## config.mk

```make
export PLATFORM = sky130hd
export DESIGN_NAME = ram_burst_rd_flat
export DESIGN_NICKNAME = d
export VERILOG_FILES = /design/src/rtl/ram_burst_rd_if.sv /design/src/rtl/ram_burst_rd.sv /design/src/flat_wrapper.sv
export SDC_FILE = /design/constraint.sdc
export NUM_CORES = 1
export LEC_CHECK = 0
export CORE_MARGIN = 5
export CORE_UTILIZATION = 25
export CTS_CLUSTER_DIAMETER = 30
export DETAILED_ROUTE_END_ITERATION = 8
export HOLD_SLACK_MARGIN = 0.1
export PLACE_DENSITY = 0.49
export SLEW_MARGIN = 5
export SYNTH_ARGS = -nofsm -noshare
export SYNTH_HDL_FRONTEND = slang
export SYNTH_SLANG_ARGS = --single-unit
```

## constraint.sdc

```tcl
create_clock -name clk -period 2.6 [get_ports clk]
set_input_delay 0.65 -clock clk [delete_from_list [all_inputs] [get_ports clk]]
set_output_delay 0.65 -clock clk [all_outputs]
set_load 0.05 [all_outputs]
```

## src/rtl/ram_burst_rd_if.sv

```systemverilog
// Bus bundle for ram_burst_rd: control inputs, RAM read port and output stream.
// The slave modport is the controller side; master is the driver/consumer side.
interface ram_burst_rd_if #(
   parameter int DATA_W = 8,
   parameter int ADDR_W = 5
);
   logic              start;
   logic              auto_en;
   logic [ADDR_W-1:0] base_addr;
   logic [ADDR_W:0]   burst_len;
   logic              ram_rd_en;
   logic [ADDR_W-1:0] ram_rd_addr;
   logic [DATA_W-1:0] ram_rd_data;
   logic              out_valid;
   logic [DATA_W-1:0] out_data;
   logic              out_last;
   logic              busy;
   logic              done;

   modport slave (
      input  start, auto_en, base_addr, burst_len, ram_rd_data,
      output ram_rd_en, ram_rd_addr, out_valid, out_data, out_last, busy, done
   );

   modport master (
      output start, auto_en, base_addr, burst_len, ram_rd_data,
      input  ram_rd_en, ram_rd_addr, out_valid, out_data, out_last, busy, done
   );
endinterface

```

## src/rtl/ram_burst_rd.sv

```systemverilog
// Burst read controller: issues len consecutive (wrapping) RAM reads, realigns the
// data for the fixed RAM latency and emits a valid/last stream with a done pulse.
module ram_burst_rd #(
   parameter int DATA_W = 8,
   parameter int ADDR_W = 5,
   parameter int RD_LAT = 1,
   parameter int GAP    = 0
) (
   input  logic         clk,
   input  logic         rst_n,
   ram_burst_rd_if.slave bus
);
   typedef enum logic [1:0] {S_IDLE, S_READ, S_DRAIN, S_GAP} state_t;

   localparam logic [ADDR_W:0]   DEPTH_C = {1'b1, {ADDR_W{1'b0}}};
   localparam logic [ADDR_W:0]   ONE_C   = {{ADDR_W{1'b0}}, 1'b1};
   localparam logic [ADDR_W-1:0] ADDR1_C = {{(ADDR_W-1){1'b0}}, 1'b1};
   localparam logic [2:0]        LAT_C   = 3'(RD_LAT);
   localparam logic [7:0]        GAP_C   = 8'(GAP);

   state_t            state_r;
   logic [ADDR_W-1:0] addr_r;
   logic [ADDR_W:0]   len_r;
   logic [ADDR_W:0]   cnt_r;
   logic              rd_en_r;
   logic              rd_last_r;
   logic [2:0]        drain_cnt_r;
   logic [7:0]        gap_cnt_r;
   logic              busy_r;
   logic              done_r;
   logic [RD_LAT-1:0] v_pipe_r;
   logic [RD_LAT-1:0] l_pipe_r;
   logic              out_valid_r;
   logic              out_last_r;
   logic [DATA_W-1:0] out_data_r;
   logic              len_ok_s;
   logic              accept_s;

   assign len_ok_s = (bus.burst_len != {(ADDR_W+1){1'b0}}) && (bus.burst_len <= DEPTH_C);
   assign accept_s = (bus.start | bus.auto_en) & len_ok_s;

   // Burst sequencing FSM with registered RAM request and status outputs.
   always_ff @(posedge clk or negedge rst_n) begin
      if (!rst_n) begin
         state_r     <= S_IDLE;
         addr_r      <= {ADDR_W{1'b0}};
         len_r       <= {(ADDR_W+1){1'b0}};
         cnt_r       <= {(ADDR_W+1){1'b0}};
         rd_en_r     <= 1'b0;
         rd_last_r   <= 1'b0;
         drain_cnt_r <= 3'd0;
         gap_cnt_r   <= 8'd0;
         busy_r      <= 1'b0;
         done_r      <= 1'b0;
      end else begin
         done_r <= 1'b0;
         case (state_r)
            S_IDLE: begin
               if (accept_s) begin
                  addr_r    <= bus.base_addr;
                  len_r     <= bus.burst_len;
                  cnt_r     <= ONE_C;
                  rd_en_r   <= 1'b1;
                  rd_last_r <= (bus.burst_len == ONE_C);
                  busy_r    <= 1'b1;
                  state_r   <= S_READ;
               end else begin
                  addr_r    <= {ADDR_W{1'b0}};
                  rd_en_r   <= 1'b0;
                  rd_last_r <= 1'b0;
                  busy_r    <= 1'b0;
               end
            end
            S_READ: begin
               // cnt_r is the number of requests already on the bus
               if (cnt_r == len_r) begin
                  addr_r      <= {ADDR_W{1'b0}};
                  rd_en_r     <= 1'b0;
                  rd_last_r   <= 1'b0;
                  drain_cnt_r <= 3'd0;
                  state_r     <= S_DRAIN;
               end else begin
                  addr_r    <= addr_r + ADDR1_C;
                  cnt_r     <= cnt_r + ONE_C;
                  rd_last_r <= ((cnt_r + ONE_C) == len_r);
               end
            end
            S_DRAIN: begin
               if (drain_cnt_r == LAT_C) begin
                  done_r <= 1'b1;
                  if (GAP > 0) begin
                     gap_cnt_r <= 8'd0;
                     state_r   <= S_GAP;
                  end else begin
                     busy_r  <= 1'b0;
                     state_r <= S_IDLE;
                  end
               end else begin
                  drain_cnt_r <= drain_cnt_r + 3'd1;
               end
            end
            S_GAP: begin
               // the done cycle plus GAP idle cycles before IDLE
               if (gap_cnt_r == GAP_C) begin
                  busy_r  <= 1'b0;
                  state_r <= S_IDLE;
               end else begin
                  gap_cnt_r <= gap_cnt_r + 8'd1;
               end
            end
            default: begin
               addr_r  <= {ADDR_W{1'b0}};
               rd_en_r <= 1'b0;
               busy_r  <= 1'b0;
               state_r <= S_IDLE;
            end
         endcase
      end
   end

   // Valid/last pipe matching RAM latency, then capture into the output register.
   always_ff @(posedge clk or negedge rst_n) begin
      if (!rst_n) begin
         v_pipe_r    <= {RD_LAT{1'b0}};
         l_pipe_r    <= {RD_LAT{1'b0}};
         out_valid_r <= 1'b0;
         out_last_r  <= 1'b0;
         out_data_r  <= {DATA_W{1'b0}};
      end else begin
         v_pipe_r[0] <= rd_en_r;
         l_pipe_r[0] <= rd_last_r;
         for (int i = 1; i < RD_LAT; i++) begin
            v_pipe_r[i] <= v_pipe_r[i-1];
            l_pipe_r[i] <= l_pipe_r[i-1];
         end
         out_valid_r <= v_pipe_r[RD_LAT-1];
         out_last_r  <= l_pipe_r[RD_LAT-1];
         if (v_pipe_r[RD_LAT-1]) begin
            out_data_r <= bus.ram_rd_data;
         end else begin
            out_data_r <= out_data_r;
         end
      end
   end

   assign bus.ram_rd_en   = rd_en_r;
   assign bus.ram_rd_addr = addr_r;
   assign bus.out_valid   = out_valid_r;
   assign bus.out_data    = out_data_r;
   assign bus.out_last    = out_last_r;
   assign bus.busy        = busy_r;
   assign bus.done        = done_r;
endmodule

```

## src/flat_wrapper.sv

```systemverilog
// flat-port wrapper written by rule: the top's interface ports become plain ports
module ram_burst_rd_flat 
#(
   parameter int DATA_W = 8,
   parameter int ADDR_W = 5,
   parameter int RD_LAT = 1,
   parameter int GAP    = 0
)
  (clk, rst_n, bus_start, bus_auto_en, bus_base_addr, bus_burst_len, bus_ram_rd_data, bus_ram_rd_en, bus_ram_rd_addr, bus_out_valid, bus_out_data, bus_out_last, bus_busy, bus_done);
  ram_burst_rd_if #(.DATA_W(DATA_W), .ADDR_W(ADDR_W)) bus_i ();
  input  logic clk;
  input  logic rst_n;
  input wire logic [$bits(bus_i.start)-1:0] bus_start;
  input wire logic [$bits(bus_i.auto_en)-1:0] bus_auto_en;
  input wire logic [$bits(bus_i.base_addr)-1:0] bus_base_addr;
  input wire logic [$bits(bus_i.burst_len)-1:0] bus_burst_len;
  input wire logic [$bits(bus_i.ram_rd_data)-1:0] bus_ram_rd_data;
  output wire logic [$bits(bus_i.ram_rd_en)-1:0] bus_ram_rd_en;
  output wire logic [$bits(bus_i.ram_rd_addr)-1:0] bus_ram_rd_addr;
  output wire logic [$bits(bus_i.out_valid)-1:0] bus_out_valid;
  output wire logic [$bits(bus_i.out_data)-1:0] bus_out_data;
  output wire logic [$bits(bus_i.out_last)-1:0] bus_out_last;
  output wire logic [$bits(bus_i.busy)-1:0] bus_busy;
  output wire logic [$bits(bus_i.done)-1:0] bus_done;
  assign bus_i.start = bus_start;
  assign bus_i.auto_en = bus_auto_en;
  assign bus_i.base_addr = bus_base_addr;
  assign bus_i.burst_len = bus_burst_len;
  assign bus_i.ram_rd_data = bus_ram_rd_data;
  assign bus_ram_rd_en = bus_i.ram_rd_en;
  assign bus_ram_rd_addr = bus_i.ram_rd_addr;
  assign bus_out_valid = bus_i.out_valid;
  assign bus_out_data = bus_i.out_data;
  assign bus_out_last = bus_i.out_last;
  assign bus_busy = bus_i.busy;
  assign bus_done = bus_i.done;
  ram_burst_rd #(.DATA_W(DATA_W), .ADDR_W(ADDR_W), .RD_LAT(RD_LAT), .GAP(GAP)) u_core (.clk(clk), .rst_n(rst_n), .bus(bus_i));
endmodule
```

# After elaboration in Yosys (flattened, before gate mapping)
# Cells that the tools add are included.
# W data, S select, Z words.
# totals
inputBits,23
regBits,46
out_inout_bits,18
wordCells,75
# classes
n_reduce_logical,14
add_sub_neg,4
n_eq_ne,13
magnitude_cmp,1
bitwise_logic,3
n_mux,25
# op_table
cell,count
$eq A6 B6 Y1,2
$mux W6,2
$pmux W6 S2,1
$mux W5,2
$pmux W5 S2,1
$reduce_and A3 Y1,3
$add A8 B1 Y8 const B,1
$logic_not A8 Y1,1
$mux W1,8
$mux W2,4
$ne A2 B1 Y1 const B,4
$pmux W2 S4,1
$add A6 B1 Y6 const B,1
$eq A6 B1 Y1 const B,1
$le A6 B6 Y1 const B,1
$mux W3,2
$pmux W3 S2,1
$reduce_and A2 Y1,3
$reduce_bool A6 Y1,1
$add A5 B1 Y5 const B,1
$eq A2 B2 Y1 const B,2
$ne A2 B2 Y1 const B,2
$pmux W1 S2,2
$reduce_and A4 Y1,1
11 further kinds,12

# Logic depth before layout (Yosys ltp)
# Gate-level depths: netlist of run 1.
# depth
ltp_word,5
depth_mapped,7
depth_no_buf,7

# Worst setup path after synthesis of run 1
# OpenSTA, ideal clock, no wires.
# synth_timing
kind,input to register
start,input port bus_burst_len[1]
end,register u_core.cnt_r[5]
slack_ns,-0.313
t_required_ns,2.473
arrival_ns,2.786
setup_ns,0.127
path_stages,6
cell_sequence,or4_4 or4b_4 and3_4 buf_6 or4_1 mux2_1
# synth_via
elab_chain_cells,5
# synth_rtl
item,line,source
start: declaration,flat_wrapper.sv:16,input wire logic [$bits(bus_i.burst_len)-1:0] bus_burst_len;
$le A6 B6 Y1 / $reduce_bool A6 Y1 (equally long branches),ram_burst_rd.sv:39,assign len_ok_s = (bus.burst_len != {(ADDR_W+1){1'b0}}) && (bus.burst_len <= DEPTH_C);
$logic_and A1 B1 Y1 (*),ram_burst_rd.sv:39,
$and A1 B1 Y1 (*),ram_burst_rd.sv:40,assign accept_s = (bus.start | bus.auto_en) & len_ok_s;
$ne A2 B1 Y1 (no source line) (*),--,
$reduce_and A3 Y1 (no source line) (*),--,
end signal: assignment,ram_burst_rd.sv:48,cnt_r <= {(ADDR_W+1){1'b0}};
end signal: assignment,ram_burst_rd.sv:84,cnt_r <= cnt_r + ONE_C;
end: declaration,ram_burst_rd.sv:24,logic [ADDR_W:0] cnt_r;
# Every way passes the cells marked *; elsewhere a longest branch is shown, timed or not.
# A chain may end at the register's enable or synchronous reset.

# Worst setup path after layout of run 1
# Ends and elaborated chain as after synthesis.

==> results of run 1 <==
cell families after synthesis:
| kind of cell | after synthesis | synth area share (%) |
|---|---|---|
| AND/OR/NAND/NOR | 62 | 15.8 |
| flip-flops | 46 | 50.5 |
| AO/OA/AOI/OAI | 32 | 9.94 |
| XOR/XNOR | 18 | 6.92 |
| buffers and inverters | 17 | 3.13 |
| multiplexers | 17 | 8.24 |
| adder cells (fa/ha/maj) | 10 | 5.49 |
power groups by stage:
| stage | Sequential (mW) | Combinational (mW) | Clock, mW |
|---|---|---|---|
| after floorplan | 1.49 | 0.803 | 0 |
| after CTS | 1.14 | 1.76 | 0.479 |
| after detailed placement | 1.15 | 1.76 | 0 |
| after global placement | 1.15 | 1.75 | 0 |
| final | 1.14 | 1.74 | 0.450 |
| after global routing | 1.17 | 1.91 | 0.505 |
state kept, by name, indices dropped and copies added, names as in the netlist, 2 cells and up:
name,cells
u_core.len_r,6
u_core.bus.ram_rd_addr,5
u_core.state_r,2
u_core.gap_cnt_r,8
u_core.cnt_r,6
u_core.drain_cnt_r,3
u_core.bus.out_data,8
layout by cell type, fill, tap and decap left out, types with 7 or more instances in the layout:
master and n:
xor2_1 8, clkdlybuf4s50_1 35, xnor2_1 10, o21ai_0 10
mux2_2 13, dfrtp_1 46, inv_1 12, buf_4 24
ha_1 10, nand3_1 10, nand4_1 7, nand2_1 13
timing repair:
action                                 4_1_cts  5_1_grt
gates resized for setup                     13        1
pin swaps                                    3        1
setup endpoints to repair                    8        2
endpoints found under the hold margin        0        0
per-stage QoR:
stage / std cells / util, % / power, mW / instance area, sq um
6_report: 378 / 34.9 / 3.33 / 3070
5_1_grt: 378 / 34.9 / 3.59 / 3070
4_1_cts: 378 / 34.8 / 3.38 / 3070
3_5_place_dp: 370 / 34.0 / 2.92 / 2990
3_3_place_gp: 370 / 34.0 / 2.90 / 2990
2_1_floorplan: 202 / - / 2.30 / 2290
final timing paths:
| path | slack (ns) | endpoint | cells past startpoint |
|---|---|---|---|
| setup / recovery | 0.03 | u_core.cnt_r[5] | 6 |
| hold / removal | 0.31 | u_core.gap_cnt_r[1] | 1 |
| setup reg to reg | 0.28 | u_core.state_r[0] | 7 |
| hold reg to reg | 0.36 | u_core.bus.out_last | 0 |
| max in group asynchronous | 1.77 | u_core.bus.ram_rd_addr[1] | 2 |
| min in group clk | 0.36 | u_core.bus.out_last | 0 |
layout make-up:
cell class              instances  area [sq um]  area share, %
clock buffers                   5          68.8           2.24
well taps                     108           135           4.40
clock inverters                 3          23.8          0.774
inverters                      12          45.0           1.47
multi-input cells             139          1070           34.8
repair buffers                 65           579           18.9
flip-flops and latches         46          1150           37.5
metal layers:
layer	vias up	track usage, %
li1	864	-
met1	818	13.5
met5	-	0
met4	0	3.66
met3	6	2.32
met2	36	14.7
==> results.md, run 1 <==
* Maxcap violations at 0
* Mapped Area at around 2300 sq um
* Initial Util at 25.9%
* Max FO, Critical Path at 4
* Slowest-stage cell, CP: or4b_4
* Sw Share at around 44%
* Iteration-0 DRC Markers at between 40 and 50
* Clock Pin Slew Worst Setup and Hold Paths at roughly 0.090 ns
* DR pass1 iterations at 4
* Seq/Total Area, Yosys at 50.5%
* RSZ-0062 raised after global routing: no
* Filler Cell Count at slightly above 900
* Hpwl dp at 3.86 mm
* Site Rows at 34
* Die Area at 11,100 sq um
* Worst EP required at 2.80 ns
* Clk network pwr share at 13.5%
* Synth Area per Inst at around 11 sq um
* Core area at a little under 9000 sq um
* Post-CTS setup buffers at 0
* Crit path launch type: input port
* Setup_tns at 0 ns
* Critical Path Source: bus_burst_len[1]
* Peak VDD IR at between 0.2 and 0.3 mV
* Hold_ws at around 0.31 ns
* Final Hold Viols at 0
* Top cells by count, synth: dfrtp_1, mux2_2, nand2_1
* Final wirelength at ~5.1 mm
* TritonCTS Buffers at 5
* Setup CP Type: in2reg
* Number of diodes at 0
* Post-synth top area share at roughly half
* Buf/Inv on CP at 1
* Largest net degree at the start of global routing at 27
* Primary FF master, synth: dfrtp_1
* Instance count of the mapped netlist at between 200 and 250
* Leakage at 1.38 nW
* EDFF count, synth at 0
* Comb pwr share at 52.4%
* Fin nets at ~300
* Total clock sinks at 46
* Initial antenna violation count at 0
* GR Overflow Total at 0
* First-pass GRT wire length at ~9 mm
* Seq pwr share at around 34%
* Final ANT Viol Nets at 0
* Synthesized Nets at between 200 and 250
* Die H at about 110 um
* Post-DR vias/cell at approximately 4.6
* CP dominant cell by count: or4_4
* P per Cell Area at around 1100 nW/um^2
* Fmax at 0.390 GHz
* CP Cell Sequence: dlygate4sd2_1 -> or4_4 -> or4b_4 -> and3_4 -> or4_4 -> mux2_4
* # IOs at about 40
* Synth async-reset ratio at between 90% and 100%
* Area Growth Syn to Fin at 34.8%
* Ranking of synthesized cells by area: dfrtp_1, mux2_2, ha_1
* Wl on met1 at 2.62 mm
* Final min period at about 2.6 ns
* Status: finished clean
* CTS tree: done
* Residual DRC count at 0
* Fin crit share at slightly below 100%
* Top Layer Used: met4
* CP arrival at between 2 and 3 ns
* Psw at 1.46 mW
* Worst Hold Class: in2async
* GPL Wtd Cong at 0.818
* Hold_buf cts at 0
* Layout Skew at just over 0.008 ns
* Post-synth cell types at between 40 and 50
* Clock Path Buffers at 2
* Layout cells sized above 1 at 21.5%
* Worst-Skew Late Latency at 0.30 ns
* Dominant cell type by area after synthesis: dfrtp_1
* Vias in the first global route at 1,835
* Final Max Slew Viols at 0
* Largest stage delay on the critical path at approximately 0.5 ns
* Finish-stage setup viols at 0
* Gr usage total at about 9.7%
* Largest delay share family, worst path: simple AND/OR/NAND/NOR gates
* Slew HR at between 50% and 60%
* Pint at around 1.9 mW
* Clk root buf: clkbuf_8
* DR WL met2 at ~2.2 mm
* Most frequent cell after synthesis: dfrtp_1
* Worst-margin pin slew at approximately 0.61 ns
* R2R Path Start: u_core.gap_cnt_r[1]
* I/O Buffers at 40
* DR WL met3 at ~220 um
* Seq cells post-synth at 46
* YS warnings at 0
* H-tree depth at 2
* Routed via count at around 1,700
* Drt wl/cell at between 10 and 15 um
* Post-Place Setup Slack at -0.652 ns
* Critical path endpoint category: register
* Chip width at between 100 and 150 um
* Final worst slack at between 0.03 and 0.04 ns
Note: power is estimated with default switching activity, not from simulation.
==> inputs of run 2 (changes only) <==
- CTS_CLUSTER_SIZE: unset -> 40
==> results of run 2 <==
Same layout as run 1: the final DEF is identical, and so are final timing and power.
